===== config.mk =====
export PLATFORM = sky130hd
export DESIGN_NAME = column_render_sequencer
export DESIGN_NICKNAME = d
export VERILOG_FILES = /design/src/rtl/maze_render_pkg.sv /design/src/rtl/column_segment_calc.sv /design/src/rtl/column_render_sequencer.sv
export SDC_FILE = /design/constraint.sdc
export NUM_CORES = 1
export LEC_CHECK = 0
export ABC_AREA = 1
export BUFFER_PORTS_ARGS = -buffer_cell sky130_fd_sc_hd__buf_2
export CAP_MARGIN = 20
export CORE_MARGIN = 8
export CORE_UTILIZATION = 52
export DETAILED_ROUTE_END_ITERATION = 8
export PLACE_DENSITY = 0.77
export SYNTH_ARGS = -nofsm -noshare
export SYNTH_HDL_FRONTEND = slang
export SYNTH_HIERARCHICAL = 1
export SYNTH_SLANG_ARGS = --single-unit

===== constraint.sdc =====
create_clock -name clock -period 3.83 [get_ports clock]
set_input_delay 0.383 -clock clock [delete_from_list [all_inputs] [get_ports clock]]
set_output_delay 0.383 -clock clock [all_outputs]
set_load 0.01 [all_outputs]

===== src/rtl/maze_render_pkg.sv =====
// Shared defaults, fixed ceiling/floor colors and state encodings for the
// column-based maze renderer.
package maze_render_pkg;

  localparam int unsigned SCREEN_H_DEF   = 120;
  localparam int unsigned NUM_COLS_DEF   = 40;
  localparam int unsigned COL_STRIDE_DEF = 4;

  localparam logic [2:0] CEIL_COLOR  = 3'b001;
  localparam logic [2:0] FLOOR_COLOR = 3'b010;

  typedef enum logic [2:0] {
    S_IDLE      = 3'd0,
    S_REQ       = 3'd1,
    S_CALC      = 3'd2,
    S_SEG_START = 3'd3,
    S_SEG_WAIT  = 3'd4,
    S_GAP       = 3'd5,
    S_DONE      = 3'd6
  } state_e;

  typedef enum logic [1:0] {
    SEG_CEIL  = 2'd0,
    SEG_WALL  = 2'd1,
    SEG_FLOOR = 2'd2
  } seg_e;

endpackage


===== src/rtl/column_segment_calc.sv =====
// Splits one screen column into ceiling / wall / floor rectangles from a raw
// wall height; the height is clamped so the three sizes always sum to SCREEN_H.
module column_segment_calc
  import maze_render_pkg::*;
#(
  parameter int unsigned SCREEN_H = SCREEN_H_DEF
) (
  input  logic [6:0] height_i,
  output logic [6:0] ceil_size_o,
  output logic [6:0] wall_y_o,
  output logic [6:0] wall_size_o,
  output logic [6:0] floor_y_o,
  output logic [6:0] floor_size_o
);

  localparam logic [6:0] SCREEN_H_W = 7'(SCREEN_H);

  logic [6:0] h_clamped;
  logic [6:0] ceil_size;

  always_comb begin
    h_clamped = (height_i > SCREEN_H_W) ? SCREEN_H_W : height_i;
    // odd leftovers go to the floor, so the wall sits one row high of centre
    ceil_size = (SCREEN_H_W - h_clamped) >> 1;
  end

  assign ceil_size_o  = ceil_size;
  assign wall_y_o     = ceil_size;
  assign wall_size_o  = h_clamped;
  assign floor_y_o    = ceil_size + h_clamped;
  assign floor_size_o = SCREEN_H_W - ceil_size - h_clamped;

endmodule


===== src/rtl/column_render_sequencer.sv =====
// Walks every screen column, fetches its wall data and issues up to three
// rectangle draws (ceiling, wall, floor) to a downstream drawer.
module column_render_sequencer
  import maze_render_pkg::*;
#(
  parameter int unsigned NUM_COLS   = NUM_COLS_DEF,
  parameter int unsigned COL_STRIDE = COL_STRIDE_DEF,
  parameter int unsigned SCREEN_H   = SCREEN_H_DEF
) (
  input  logic       clock,
  input  logic       resetn,
  input  logic       start_frame,
  output logic       col_req,
  output logic [5:0] col_index,
  input  logic       col_valid,
  input  logic [6:0] wall_height_in,
  input  logic [2:0] wall_color_in,
  output logic [7:0] X_pos_out,
  output logic [6:0] Y_pos_out,
  output logic [6:0] rect_size,
  output logic [2:0] color_out,
  output logic       start_plot,
  input  logic       end_plot,
  output logic       busy,
  output logic       frame_done
);

  state_e     state_q, state_d;
  seg_e       seg_q, seg_d;
  logic [5:0] col_q, col_d;
  logic [6:0] height_q, height_d;
  logic [2:0] wcolor_q, wcolor_d;
  logic       req_first_q, req_first_d;
  logic [7:0] x_q, x_d;
  logic [6:0] y_q, y_d;
  logic [6:0] size_q, size_d;
  logic [2:0] pcolor_q, pcolor_d;
  logic       start_plot_q, start_plot_d;

  logic [6:0] ceil_size, wall_y, wall_size, floor_y, floor_size;
  logic [6:0] cur_y, cur_size;
  logic [2:0] cur_color;
  logic       last_col;
  state_e     adv_state;
  seg_e       adv_seg;
  logic [5:0] adv_col;
  logic       adv_req_first;

  column_segment_calc #(
    .SCREEN_H(SCREEN_H)
  ) u_calc (
    .height_i    (height_q),
    .ceil_size_o (ceil_size),
    .wall_y_o    (wall_y),
    .wall_size_o (wall_size),
    .floor_y_o   (floor_y),
    .floor_size_o(floor_size)
  );

  always_ff @(posedge clock or negedge resetn) begin
    if (!resetn) begin
      state_q      <= S_IDLE;
      seg_q        <= SEG_CEIL;
      col_q        <= '0;
      height_q     <= '0;
      wcolor_q     <= '0;
      req_first_q  <= 1'b0;
      x_q          <= '0;
      y_q          <= '0;
      size_q       <= '0;
      pcolor_q     <= '0;
      start_plot_q <= 1'b0;
    end else begin
      state_q      <= state_d;
      seg_q        <= seg_d;
      col_q        <= col_d;
      height_q     <= height_d;
      wcolor_q     <= wcolor_d;
      req_first_q  <= req_first_d;
      x_q          <= x_d;
      y_q          <= y_d;
      size_q       <= size_d;
      pcolor_q     <= pcolor_d;
      start_plot_q <= start_plot_d;
    end
  end

  always_comb begin
    cur_y     = '0;
    cur_size  = ceil_size;
    cur_color = CEIL_COLOR;
    case (seg_q)
      SEG_WALL: begin
        cur_y     = wall_y;
        cur_size  = wall_size;
        cur_color = wcolor_q;
      end
      SEG_FLOOR: begin
        cur_y     = floor_y;
        cur_size  = floor_size;
        cur_color = FLOOR_COLOR;
      end
      default: ;
    endcase
  end

  // Where to go once the current segment is finished or skipped.
  assign last_col = (col_q == 6'(NUM_COLS - 1));

  always_comb begin
    adv_state     = S_SEG_START;
    adv_seg       = seg_q;
    adv_col       = col_q;
    adv_req_first = 1'b0;
    if (seg_q != SEG_FLOOR) begin
      adv_seg = seg_e'(seg_q + 2'd1);
    end else if (last_col) begin
      adv_state = S_DONE;
    end else begin
      adv_state     = S_REQ;
      adv_col       = col_q + 6'd1;
      adv_req_first = 1'b1;
    end
  end

  always_comb begin
    state_d      = state_q;
    seg_d        = seg_q;
    col_d        = col_q;
    height_d     = height_q;
    wcolor_d     = wcolor_q;
    req_first_d  = 1'b0;
    x_d          = x_q;
    y_d          = y_q;
    size_d       = size_q;
    pcolor_d     = pcolor_q;
    start_plot_d = 1'b0;
    case (state_q)
      S_IDLE: begin
        if (start_frame) begin
          col_d       = '0;
          state_d     = S_REQ;
          req_first_d = 1'b1;
        end
      end
      S_REQ: begin
        if (col_valid) begin
          height_d = wall_height_in;
          wcolor_d = wall_color_in;
          state_d  = S_CALC;
        end
      end
      S_CALC: begin
        seg_d   = SEG_CEIL;
        state_d = S_SEG_START;
      end
      S_SEG_START: begin
        if (cur_size == '0) begin
          state_d     = adv_state;
          seg_d       = adv_seg;
          col_d       = adv_col;
          req_first_d = adv_req_first;
        end else begin
          x_d          = 8'(32'(col_q) * COL_STRIDE);
          y_d          = cur_y;
          size_d       = cur_size;
          pcolor_d     = cur_color;
          start_plot_d = 1'b1;
          state_d      = S_SEG_WAIT;
        end
      end
      S_SEG_WAIT: begin
        if (end_plot) state_d = S_GAP;
      end
      S_GAP: begin
        state_d     = adv_state;
        seg_d       = adv_seg;
        col_d       = adv_col;
        req_first_d = adv_req_first;
      end
      S_DONE:  state_d = S_IDLE;
      default: state_d = S_IDLE;
    endcase
  end

  always_comb begin
    col_req    = 1'b0;
    busy       = 1'b1;
    frame_done = 1'b0;
    case (state_q)
      S_IDLE: busy = 1'b0;
      S_REQ:  col_req = req_first_q;
      S_DONE: begin
        busy       = 1'b0;
        frame_done = 1'b1;
      end
      default: ;
    endcase
  end

  assign col_index  = col_q;
  assign X_pos_out  = x_q;
  assign Y_pos_out  = y_q;
  assign rect_size  = size_q;
  assign color_out  = pcolor_q;
  assign start_plot = start_plot_q;

endmodule

Yosys cells after proc, flatten, opt, wreduce, memory -nomap -nowiden
Index checks and enable logic that the tools add are counted.
Word-level totals
  register bits: 46
  input bits: 15
  output and inout port bits: 35
  word-level logic and storage cells: 72
Operators by class
  bitwise operators: 1
  add/sub/neg operators: 6
  reduce and logical (&&, ||, !) cells: 10
  equality and inequality tests: 14
  order comparisons: 1
  mux-type cells: 29
Operators by type and width (number)
  7-bit one-hot mux with 2 select lines: 2
  6-bit 2-to-1 mux: 4
  3-bit 2-to-1 mux: 6
  3-bit one-hot mux with 6 select lines: 1
  6-bit one-hot mux with 3 select lines: 1
  2-bit inequality test (second input constant): 5
  3-bit equality test (second input constant): 3
  1-bit 2-to-1 mux: 9
  6-bit by 7-bit adder with 7-bit output: 1
  7-bit > comparator (second input constant): 1
  7-bit zero test: 1
  7-bit 2-to-1 mux: 1
  7-bit by 6-bit subtractor with 7-bit output (first input constant): 1
  7-bit subtractor: 1
  7-bit subtractor (first input constant): 1
  6-bit by 1-bit adder with 6-bit output (second input constant): 1
  3-bit by 2-bit equality test with 1-bit output (second input constant): 2
  6-bit equality test (second input constant): 1
  2-bit one-hot mux with 3 select lines: 1
  3-bit one-hot mux with 2 select lines: 1
  2-bit AND reduction: 3
  3-bit AND reduction: 2
  3-bit nonzero test: 2
  2-bit 2-to-1 mux: 2
  other kinds (8): 8

Depth between registers and ports, before layout
Gate-level depths: netlist of the first run.
  word-level depth: 9
  mapped depth: 28
  depth with buffers taken out: 27

Cells and area by module
Netlist of the first run, hierarchy kept.
Modules (own cells, without submodules)
  column_render_sequencer: sequential area each 1151.1 um^2, times used 1, cells an instance 311, area each 2454.9 um^2
  column_segment_calc: sequential area each 0.0 um^2, times used 1, cells an instance 136, area each 829.5 um^2

Worst setup path before layout of the first run
Ideal clock, no wire load.
  kind: flip-flop to flip-flop
  start: register height_q[3]
  end: register seg_q[0]
  setup slack: 0.166 ns
  arrival time: 3.545 ns
  stages on the path, launching flop included: 28
  path buffers: 1
  period minus slack after synthesis: 3.664 ns
  required time: 3.712 ns
  setup time: 0.118 ns
  cell sequence: dfrtp_1 nand2_2 nor2_2 nand2_2 nand2_1 ha_1 nand2_2 nand2_1 xor2_1 ha_1 inv_1 ha_1 a21oi_1 nor2_1 a211oi_1 nand2_1 xnor2_1 nand3_1 nand2_1 nor2_2 nand2_1 nor2_2 nand2_2 nand2_4 buf_6 nand2_2 nand2_1 nand2_1
Between the ends
  cells in the longest elaborated chain, start to end: 9
Ends and longest elaborated chain
  from (decl): RTL line column_render_sequencer.sv:31  | logic [6:0] height_q, height_d;
  from (signal assigned): RTL line column_render_sequencer.sv:77  | height_q <= height_d;
  7-bit > comparator: RTL line column_segment_calc.sv:22  | h_clamped = (height_i > SCREEN_H_W) ? SCREEN_H_W : height_i;
  7-bit 2-to-1 mux *: RTL line column_segment_calc.sv:22
  7-bit subtractor *: RTL line column_segment_calc.sv:24  | ceil_size = (SCREEN_H_W - h_clamped) >> 1;
  net ceil_size[3]: RTL line column_render_sequencer.sv:40  | logic [6:0] ceil_size, wall_y, wall_size, floor_y, floor_size;
  7-bit by 6-bit subtractor with 7-bit output *: RTL line column_segment_calc.sv:31  | assign floor_size_o = SCREEN_H_W - ceil_size - h_clamped;
  7-bit subtractor *: RTL line column_segment_calc.sv:31
  net floor_size[6]: RTL line column_render_sequencer.sv:40
  7-bit one-hot mux with 2 select lines *: RTL line column_render_sequencer.sv:92  | case (seg_q)
  7-bit zero test *: RTL line column_render_sequencer.sv:158  | if (cur_size == '0) begin
  2-bit inequality test (no line) *
  2-bit AND reduction (no line) *
  to (signal assigned): RTL line column_render_sequencer.sv:75  | seg_q <= seg_d;
  to (decl): RTL line column_render_sequencer.sv:29  | seg_e seg_q, seg_d;
The timed path passes the listed nets; every way through them passes the cells marked *.
A chain may end at the register's enable or synchronous reset.

Worst setup path in the final report of the first run
Ends and elaborated chain as after synthesis.

==> impl_results.md, run 1 <==
- Routability congestion estimate: 0.8699
- Area of the placeable core: 0.006241 mm2
- CTS HTree Levels: 2
- Final Instance Area: 0.003981 mm2
- Endpoint type of the worst setup path: flip-flop
- Final net count: 533
- Number of antenna violations at the first check in global routing: 0
- Final worst setup slack: 0.1537 ns
- Clock buffers created by TritonCTS: 5
- Result of the run: complete, no violations
- Post-detailed-route wirelength per cell: 14.50 um
- Residual DRC: 0
- Max-capacitance violation count: 0
- Worst-case reg-to-reg path depth: 25
- Biggest area consumer among synthesized cells: sky130_fd_sc_hd__dfrtp_1
- Ratio of cells with drive above 1 in the final layout: 28.66%
- Slew Limit Fails: 0
- Endpoint required time on the critical path: 4.03 ns
- Mean number of vias per cell: 5.318
- Synth cell count leaders: 137 x sky130_fd_sc_hd__nand2_1, 48 x sky130_fd_sc_hd__inv_1, 46 x sky130_fd_sc_hd__dfrtp_1, 36 x sky130_fd_sc_hd__nor2_1, 27 x sky130_fd_sc_hd__nand3_1
- Detailed placer's ending HPWL: 5826 um
- Maximum fanout along the worst path: 6
- First-pass GRT wire length: 12780 um
- Die height: 95.48 um
- Port Buffer Count: 47
- Number of instances on the worst hold path: 2
- Latest clock arrival within the worst-skew pair: 0.30 ns
- Setup violations, final: 0
- Register-to-register path setup slack: 0.15 ns
- Worst-margin pin slew: 0.7616 ns
- CTS max path bufs: 2
- Synthesized instance count: 447
- Top cell type's share of synthesized area: 35.05%
- Area of the multi-input gates: 0.001911 mm2
- Area of placed instances: 0.003530 mm2
- Type of origin of the critical path: flip-flop
- Class of the tightest hold or removal check: input pin to flip-flop
- Count of final hold-check violations: 0
- Ys async rst share: 100.0%
- Initial Util: 52.63%
- Crit path kind: flip-flop to flip-flop
- Seq. cell area: 0.001151 mm2
- X dimension of the die: 95.48 um
- Number of global-route vias before repair: 2801
- Setup Skew: 0.005167 ns
- Fill cell count: 548
- Number of synthesis warnings: 6
- Number of enable flip-flop cells after synthesis: 0
- Dominant register cell in the synthesized netlist: sky130_fd_sc_hd__dfrtp_1
- GRT Util Overall: 17.29%
- Worst relative slew slack: 49.22%
- Clock input transition at the sequential cells of the worst setup and hold paths: 0.09 ns
- Vias post-DR: 3063
- Overall routed net length: 8352 um
- Largest net degree at the start of global routing: 47
- Worst endpoint data arrival time: 3.87 ns
- Diode count: 0
- Number of different library cells in the post-synthesis netlist: 33
- Remaining Overflow, GRT: 0
- Most area-consuming cells after synthesis: sky130_fd_sc_hd__dfrtp_1 35%, sky130_fd_sc_hd__nand2_1 16%, sky130_fd_sc_hd__ha_1 7.2%
- Initial drt markers: 197
- Area added between synthesis and finish: 21.22%
- Number of I/O pins: 50
- Library cell with the highest instance count after synthesis: sky130_fd_sc_hd__nand2_1
- Number of rows in the core area: 29
- Part of the Yosys area used for sequential elements: 35.05%
- Detailed Routing Iterations Pass 1: 5
- CTS Sinks: 46
- Library cell used as clock root buffer: sky130_fd_sc_hd__clkbuf_8
- Minimum clock period: 3.676 ns
- Clock tree from TritonCTS: yes
- Final critical-path share of the clock period: 95.99%
- Synthesized cell area: 0.003284 mm2
- Mean post-synth cell area: 7.348 um2
- Flip-flop and latch count after synthesis: 46
- Area of the die: 0.009115 mm2
- Achievable clock frequency: 0.2720 GHz
- Number of nets with antenna violations after detailed routing: 0
- Worst Setup Slack post-DPL: 0.02188 ns
-- path summary, 6_finish.rpt --
| kind | endpoint | start |
|---|---|---|
| worst max register to register | seg_q[0] | height_q[3] |
| max in group asynchronous | height_q[0] | resetn |
| worst min-delay path | wcolor_q[2] | wall_color_in[2] |
| worst min register to register | X_pos_out[3] | X_pos_out[3] |
| worst max-delay path | seg_q[0] | height_q[3] |
| min in group asynchronous | state_q[0] | resetn |
-- metrics by stage --
| step | hold WS, ns | utilization, % | instances | setup TNS [ns] |
|---|---|---|---|---|
| finish | 0.3053 | 63.79 | 576 | 0 |
| global route | 0.2984 | 63.79 | 576 | -0.9789 |
| detailed placement | 0.4622 | 56.56 | 556 | 0 |
| CTS | 0.2846 | 58.90 | 564 | 0 |
| floorplan | 0.08741 | - | 449 | 0 |
| global placement | 0.4600 | 56.56 | 556 | 0 |
-- per-layer routing --
metal  wire length (um)  track usage [%]
met1               3713            22.96
met2               3991            28.83
met3                512            3.150
met4                136            3.329
met5                  0                0
-- cell usage in the layout, fill, tap and decap left out, types with 11 or more instances in the layout --
master                      n
sky130_fd_sc_hd__buf_2     47
sky130_fd_sc_hd__nand3_1   26
sky130_fd_sc_hd__o21ai_0   17
sky130_fd_sc_hd__inv_1     44
sky130_fd_sc_hd__nand2_2   11
sky130_fd_sc_hd__nand2_1  132
sky130_fd_sc_hd__dfrtp_1   46
sky130_fd_sc_hd__buf_4     17
sky130_fd_sc_hd__nor2_1    36
sky130_fd_sc_hd__ha_1      11
-- area by class of cell --
type                       instances  area share [%]
tap                               77           2.420
timing repair buffer              70           12.13
sequential                        46           28.91
clock buffer                       5           1.728
inverter                          54           5.091
multi-input combinational        321           47.99
clock inverter                     3           1.728
-- sequential cells by signal, summed over array words and instances (netlist names) --
| register | flops |
|---|---|
| req_first_q | 1 |
| X_pos_out | 6 |
| Y_pos_out | 7 |
| color_out | 3 |
| height_q | 7 |
| col_index | 6 |
| rect_size | 7 |
| state_q | 3 |
| seg_q | 2 |
| start_plot | 1 |
| wcolor_q | 3 |
-- critical path: stages, from the launching register on --
cell and delay (ns):
sky130_fd_sc_hd__dfrtp_1 0.37, sky130_fd_sc_hd__nand2_2 0.08, sky130_fd_sc_hd__nor2_2 0.15, sky130_fd_sc_hd__nand2_2 0.10
sky130_fd_sc_hd__nand2_4 0.12, sky130_fd_sc_hd__ha_2 0.18, sky130_fd_sc_hd__nand2_2 0.08, sky130_fd_sc_hd__xor2_2 0.17
sky130_fd_sc_hd__inv_1 0.12, sky130_fd_sc_hd__ha_4 0.27, sky130_fd_sc_hd__fa_1 0.47, sky130_fd_sc_hd__a21oi_1 0.15
sky130_fd_sc_hd__nor2_1 0.06, sky130_fd_sc_hd__nor2_1 0.12, sky130_fd_sc_hd__xnor2_1 0.09, sky130_fd_sc_hd__nand3_2 0.07
sky130_fd_sc_hd__nand2_1 0.07, sky130_fd_sc_hd__nor2_2 0.13, sky130_fd_sc_hd__nand2_1 0.08, sky130_fd_sc_hd__nor2_2 0.14
sky130_fd_sc_hd__nand2_4 0.11, sky130_fd_sc_hd__nand2_8 0.12, sky130_fd_sc_hd__buf_4 0.12, sky130_fd_sc_hd__nand2_2 0.05
sky130_fd_sc_hd__nand2_1 0.07, sky130_fd_sc_hd__nand2_1 0.06
-- repair_timing --
action | in CTS | in global routing
pin swaps | 0 | 13
buffers inserted | 0 | 7
gates resized for setup | 2 | 27
setup endpoints to repair | 2 | 36
cloned | 0 | 3
hold buffers | 0 | 1
hold endpoints to repair | 0 | 5
-- cell families (layout without fill, tap and decap cells) --
family / Yosys count / after routing / share of synthesized area (%)
buffers and inverters: 83 / 132 / 12.53
multiplexers: 9 / 9 / 3.086
AO/OA/AOI/OAI: 39 / 39 / 6.400
XOR/XNOR: 11 / 11 / 2.934
flip-flops: 46 / 46 / 35.05
AND/OR/NAND/NOR: 237 / 238 / 31.92
adder cells (fa/ha/maj): 20 / 20 / 7.848
other: 2 / 4 / 0.2287
Power of run 1 is left out: the tool's default activity adds up to more than one toggle a clock period on the data nets, which glitch-free logic cannot reach.
==> inputs of run 2 (changes only) <==
--- a/config.mk
+++ b/config.mk
@@ -5,7 +5,7 @@
 export SDC_FILE = /design/constraint.sdc
 export NUM_CORES = 1
 export LEC_CHECK = 0
-export ABC_AREA = 1
+export ABC_AREA = 0
 export BUFFER_PORTS_ARGS = -buffer_cell sky130_fd_sc_hd__buf_2
 export CAP_MARGIN = 20
 export CORE_MARGIN = 8
==> impl_results.md, run 2 <==
- Result of the run: finished with violations
- Failing checks: setup timing
- Cell breakdown of the critical path: nand4_1 > nand2_2 > ha_4 > nand2_4 > nand3_4 > xor2_2 > ha_1 > inv_2 > ha_4 > nand4b_1 > or4b_1 > nand3_2 > a21oi_2 > xnor2_1 > a221oi_2 > o22ai_4 > o41ai_4 > buf_6 > buf_6 > buf_16 > nand2_2 > o21ai_1
- CTS max path bufs: 2
- Synth cell count leaders: 46 x sky130_fd_sc_hd__dfrtp_1, 39 x sky130_fd_sc_hd__nand2_1, 21 x sky130_fd_sc_hd__inv_1, 19 x sky130_fd_sc_hd__ha_1, 15 x sky130_fd_sc_hd__o21ai_1
- Number of antenna violations at the first check in global routing: 0
- Dominant register cell in the synthesized netlist: sky130_fd_sc_hd__dfrtp_1
- Endpoint type of the worst setup path: flip-flop
- Final hold slack: 0.2905 ns
- Clock buffers created by TritonCTS: 5
- GRT Util Overall: 18.99%
- Biggest area consumer among synthesized cells: sky130_fd_sc_hd__dfrtp_1
- Residual DRC: 0
- Total negative slack for setup checks: -13.74 ns
- Area added between synthesis and finish: 37.43%
- Clock input transition at the sequential cells of the worst setup and hold paths: 0.09 ns
- Post-detailed-route wirelength per cell: 18.38 um
- Setup Skew: 0.01395 ns
- Core Util, Final: 74.52%
- Number of buffers and inverters on the critical path: 4
- First-pass GRT wire length: 13570 um
- Diode count: 0
- Flip-flop and latch count after synthesis: 46
- Most area-consuming cells after synthesis: sky130_fd_sc_hd__dfrtp_1 36%, sky130_fd_sc_hd__ha_1 7.4%, sky130_fd_sc_hd__mux2_1 4.9%
- Area of the placeable core: 0.005956 mm2
- Die height: 94.81 um
- Class of the tightest hold or removal check: input pin to flip-flop
- Ys async rst share: 100.0%
- X dimension of the die: 94.81 um
- CTS Sinks: 46
- Mean post-synth cell area: 9.526 um2
- Type of origin of the critical path: flip-flop
- Worst-margin pin slew: 0.8666 ns
- Detailed placer's ending HPWL: 5862 um
- Clock tree from TritonCTS: yes
- Commonest non-fill, non-tap cells in the layout: 48 x sky130_fd_sc_hd__buf_2, 46 x sky130_fd_sc_hd__dfrtp_1, 41 x sky130_fd_sc_hd__buf_4
- Final net count: 454
- Number of enable flip-flop cells after synthesis: 0
- CTS HTree Levels: 2
- Mean number of vias per cell: 5.814
- Achievable clock frequency: 0.2334 GHz
- Vias post-DR: 2878
- Endpoint required time on the critical path: 4.04 ns
- CP max-delay cell: sky130_fd_sc_hd__or4b_1
- Count of final hold-check violations: 0
- Detailed Routing Iterations Pass 1: 4
- Crit path kind: flip-flop to flip-flop
- Largest net degree at the start of global routing: 47
- Setup repair after global routing missed its margin: yes
- Slew Limit Fails: 0
- Area of the die: 0.008988 mm2
- Routability congestion estimate: 0.9001
- Setup violations, final: 36
- Family of cells with the greatest summed delay on the critical path: simple AND/OR/NAND/NOR gates
- Most common cell after layout, fill and taps aside: sky130_fd_sc_hd__buf_2
- Latest clock arrival within the worst-skew pair: 0.30 ns
- Part of the Yosys area used for sequential elements: 35.65%
- Library cell with the highest instance count after synthesis: sky130_fd_sc_hd__dfrtp_1
- Number of I/O pins: 50
- Remaining Overflow, GRT: 0
- Number of rows in the core area: 28
- Number of global-route vias before repair: 2841
- Max-capacitance violation count: 0
- Number of synthesis warnings: 6
- Overall routed net length: 9098 um
- Port Buffer Count: 47
- Worst relative slew slack: 42.10%
- Worst endpoint data arrival time: 4.50 ns
- Maximum fanout along the worst path: 5
- Ratio of cells with drive above 1 in the final layout: 46.19%
- Final critical-path share of the clock period: 111.8%
- Final worst setup slack: -0.4538 ns
- Library cell used as clock root buffer: sky130_fd_sc_hd__clkbuf_8
- Minimum clock period: 4.284 ns
- Number of different library cells in the post-synthesis netlist: 64
- Initial drt markers: 161
- Top cell type's share of synthesized area: 35.65%
- Initial Util: 54.22%
- Number of nets with antenna violations after detailed routing: 0
- Synthesized instance count: 339
- Synthesized cell area: 0.003229 mm2
- Critical path's largest stage delay: 0.48 ns
## run 2: cell types whose count changed after synthesis, moves of 8 or more
cell and delta:
sky130_fd_sc_hd__nor2_2 -8, sky130_fd_sc_hd__nor2_1 -22, sky130_fd_sc_hd__nand3_1 -18, sky130_fd_sc_hd__inv_1 -27
sky130_fd_sc_hd__nand2_2 -9, sky130_fd_sc_hd__nor2b_1 +10, sky130_fd_sc_hd__o21ai_0 -13, sky130_fd_sc_hd__a22oi_1 +8
sky130_fd_sc_hd__mux2_1 +14, sky130_fd_sc_hd__nand2_1 -98
## run 2: timing repair
action,in CTS,in global routing
pin swaps,5,8
setup endpoints to repair,36,36
gates resized for setup,27,44
gates cloned,3,4
hold buffers,0,1
buffers inserted,13,5
hold endpoints to repair,0,4
## run 2: kinds of logic (layout without fill, tap and decap cells)
| family | Yosys count | in the layout | share of synthesized area [%] |
|---|---|---|---|
| compound gates | 82 | 82 | 20.03 |
| xor+xnor | 11 | 11 | 2.983 |
| fa+ha+maj | 20 | 20 | 7.981 |
| buf+inv | 57 | 136 | 9.415 |
| flops | 46 | 46 | 35.64 |
| mux | 22 | 22 | 7.439 |
| other cells | 2 | 4 | 0.2326 |
| simple gates | 99 | 99 | 16.27 |
## run 2: per-stage QoR
stage,instances,worst slack (ns),area [um2]
2_1_floorplan,341,-0.4541,3321
3_3_place_gp,460,-0.2470,3670
3_5_place_dp,460,-0.3758,3670
4_1_cts,484,-0.2501,4076
5_1_grt,495,-0.6126,4438
6_report,495,-0.4538,4438
## run 2: per-layer routing
layer | vias to the layer above | share of wire [%] | GRT usage, %
li1 | 1355 | - | -
met1 | 1391 | 41 | 24.18
met2 | 106 | 49 | 31.46
met4 | 0 | 2.7 | 5.982
met3 | 26 | 6.6 | 3.968
met5 | - | 0 | 0
## run 2: worst reg2reg max path: stages, from the launching register on
cell and delay [ns]:
sky130_fd_sc_hd__dfrtp_1 0.39, sky130_fd_sc_hd__nand4_1 0.20, sky130_fd_sc_hd__nand2_2 0.14, sky130_fd_sc_hd__ha_4 0.19, sky130_fd_sc_hd__nand2_4 0.06, sky130_fd_sc_hd__nand3_4 0.08, sky130_fd_sc_hd__xor2_2 0.16, sky130_fd_sc_hd__ha_1 0.34
sky130_fd_sc_hd__inv_2 0.06, sky130_fd_sc_hd__ha_4 0.28, sky130_fd_sc_hd__nand4b_1 0.09, sky130_fd_sc_hd__or4b_1 0.48, sky130_fd_sc_hd__nand3_2 0.08, sky130_fd_sc_hd__a21oi_2 0.07, sky130_fd_sc_hd__xnor2_1 0.14, sky130_fd_sc_hd__a221oi_2 0.42
sky130_fd_sc_hd__o22ai_4 0.17, sky130_fd_sc_hd__o41ai_4 0.29, sky130_fd_sc_hd__buf_6 0.19, sky130_fd_sc_hd__buf_6 0.13, sky130_fd_sc_hd__buf_16 0.11, sky130_fd_sc_hd__nand2_2 0.05, sky130_fd_sc_hd__o21ai_1 0.09
## run 2: final cells by class
type	instances	area, um2
clock inverters	3	21.27
inverters	23	86.33
repair buffers	105	852.1
fillers	384	1518
multi-input cells	238	2165
flip-flops and latches	46	1151
well taps	75	93.84
clock buffers	5	68.82
## run 2: worst paths after layout
check | startpoint | to | slack, ns | cells past startpoint
worst min-delay path | wall_color_in[1] | wcolor_q[1] | 0.29 | 2
max in group asynchronous | resetn | height_q[0] | 2.96 | 3
worst max register to register | height_q[6] | Y_pos_out[3] | -0.45 | 22
worst max-delay path | height_q[6] | Y_pos_out[3] | -0.45 | 22
worst min register to register | Y_pos_out[6] | Y_pos_out[6] | 0.49 | 2
min in group asynchronous | resetn | Y_pos_out[6] | 0.43 | 2
Power of run 2 is left out for the same reason.
==> inputs of run 3 (changes only) <==
--- a/config.mk
+++ b/config.mk
@@ -12,6 +12,7 @@
 export CORE_UTILIZATION = 52
 export DETAILED_ROUTE_END_ITERATION = 8
 export PLACE_DENSITY = 0.77
+export REMOVE_ABC_BUFFERS = 1
 export SYNTH_ARGS = -nofsm -noshare
 export SYNTH_HDL_FRONTEND = slang
 export SYNTH_HIERARCHICAL = 1
==> impl_results.md, run 3 (same netlist as run 2, synthesis figures left out) <==
- First-pass GRT wire length: 12970 um
- X dimension of the die: 94.81 um
- Vias post-DR: 2884
- Endpoint type of the worst setup path: flip-flop
- GRT Util Overall: 17.91%
- Number of instances on the worst hold path: 2
- Clock input transition at the sequential cells of the worst setup and hold paths: 0.10 ns
- Worst R2R Start: height_q[3]
- Worst-margin pin slew: 0.7419 ns
- Endpoint required time on the critical path: 4.02 ns
- Source of the worst hold timing path: wall_color_in[0]
- Remaining Overflow, GRT: 0
- Worst-case reg-to-reg path depth: 21
- Maximum fanout along the worst path: 6
- Number of rows in the core area: 28
- Most common cell after layout, fill and taps aside: sky130_fd_sc_hd__buf_2
- Final critical-path share of the clock period: 113.4%
- Final hold slack: 0.2938 ns
- Clock tree from TritonCTS: yes
- CTS max path bufs: 2
- Mean number of vias per cell: 5.922
- Count of final hold-check violations: 0
- Crit path from: height_q[3]
- Clock buffers created by TritonCTS: 5
- Number of antenna violations at the first check in global routing: 0
- Setup repair after global routing missed its margin: yes
- Total negative slack for setup checks: -14.79 ns
- Post-detailed-route wirelength per cell: 17.71 um
- Port Buffer Count: 47
- Worst relative slew slack: 50.44%
- Commonest non-fill, non-tap cells in the layout: 47 x sky130_fd_sc_hd__buf_2, 46 x sky130_fd_sc_hd__dfrtp_1, 41 x sky130_fd_sc_hd__buf_4
- Setup Skew: 0.01294 ns
- Achievable clock frequency: 0.2303 GHz
- Worst Setup Slack post-DPL: -0.4169 ns
- Number of nets with antenna violations after detailed routing: 0
- Residual DRC: 0
- Worst endpoint data arrival time: 4.53 ns
- Area of placed instances: 0.003652 mm2
- Routability congestion estimate: 0.8469
- Class of the tightest hold or removal check: input pin to flip-flop
- Latest clock arrival within the worst-skew pair: 0.31 ns
- Failing checks: setup timing
- Area of the die: 0.008988 mm2
- Type of origin of the critical path: flip-flop
- Overall routed net length: 8626 um
- Library cell used as clock root buffer: sky130_fd_sc_hd__clkbuf_8
- CTS Sinks: 46
- Final worst setup slack: -0.5121 ns
- Ratio of cells with drive above 1 in the final layout: 40.29%
- Result of the run: finished with violations
- Detailed Routing Iterations Pass 1: 5
- Number of I/O pins: 50
- Minimum clock period: 4.342 ns
- Slew Limit Fails: 0
- Diode count: 0
- CTS HTree Levels: 2
- Area of the placeable core: 0.005956 mm2
- Final Instance Area: 0.004149 mm2
- Initial drt markers: 210
- Initial Util: 54.22%
- Max-capacitance violation count: 0
- Die height: 94.81 um
- Final net count: 446
- Detailed placer's ending HPWL: 5678 um
- Setup violations, final: 36
- Area added between synthesis and finish: 28.48%
- Number of global-route vias before repair: 2639
- Crit path kind: flip-flop to flip-flop
- Largest net degree at the start of global routing: 47
==> run 3: stage by stage <==
| stage | cells | util, % |
|---|---|---|
| after CTS | 482 | 65.27 |
| after global routing | 487 | 69.66 |
| after global placement | 467 | 61.32 |
| after detailed placement | 467 | 61.32 |
| final | 487 | 69.66 |
| after floorplan | 307 | - |
==> run 3: worst paths after layout <==
check | endpoint | slack [ns]
setup / recovery | col_index[4] | -0.51
hold / removal | wcolor_q[0] | 0.29
max in group asynchronous | height_q[1] | 2.95
min in group asynchronous | Y_pos_out[4] | 0.42
setup reg to reg | col_index[4] | -0.51
hold reg to reg | Y_pos_out[5] | 0.49
==> run 3: area by class of cell <==
cell class                 count  area [um2]
multi-input combinational    238        2036
fill                         413        1807
sequential                    46        1151
timing repair buffer          97       688.2
tap                           75       93.84
inverter                      23       86.33
clock buffer                   5       68.82
clock inverter                 3       25.02
==> run 3: critical path, cell delays in order (launching register included) <==
cell and delay [ns]:
sky130_fd_sc_hd__dfrtp_1 0.40, sky130_fd_sc_hd__nand4_1 0.19, sky130_fd_sc_hd__nand2_2 0.14, sky130_fd_sc_hd__ha_4 0.19, sky130_fd_sc_hd__nand2_4 0.08, sky130_fd_sc_hd__nand3_4 0.09, sky130_fd_sc_hd__xor2_2 0.16, sky130_fd_sc_hd__ha_1 0.32
sky130_fd_sc_hd__inv_2 0.06, sky130_fd_sc_hd__ha_4 0.26, sky130_fd_sc_hd__nand4b_1 0.08, sky130_fd_sc_hd__or4b_1 0.54, sky130_fd_sc_hd__nand3_2 0.10, sky130_fd_sc_hd__a21oi_2 0.07, sky130_fd_sc_hd__xnor2_2 0.14, sky130_fd_sc_hd__a221oi_2 0.37
sky130_fd_sc_hd__o22ai_2 0.17, sky130_fd_sc_hd__buf_6 0.16, sky130_fd_sc_hd__nor4_4 0.22, sky130_fd_sc_hd__buf_6 0.17, sky130_fd_sc_hd__o2111ai_1 0.16, sky130_fd_sc_hd__mux2i_1 0.17
==> run 3: repair_timing <==
action,in CTS,in global routing
gates cloned,0,2
endpoints found under the setup margin,36,36
buffers inserted,7,2
hold buffers,0,1
resized for setup,20,33
pin swaps,15,16
hold endpoints to repair,0,4
==> run 3: per-layer routing <==
metal  GRT usage (%)  share of wire, %
met5               0                 0
met4           5.332               1.9
met3           3.889               7.2
met2           27.46                49
met1           24.64                42
Power of run 3 is left out for the same reason.
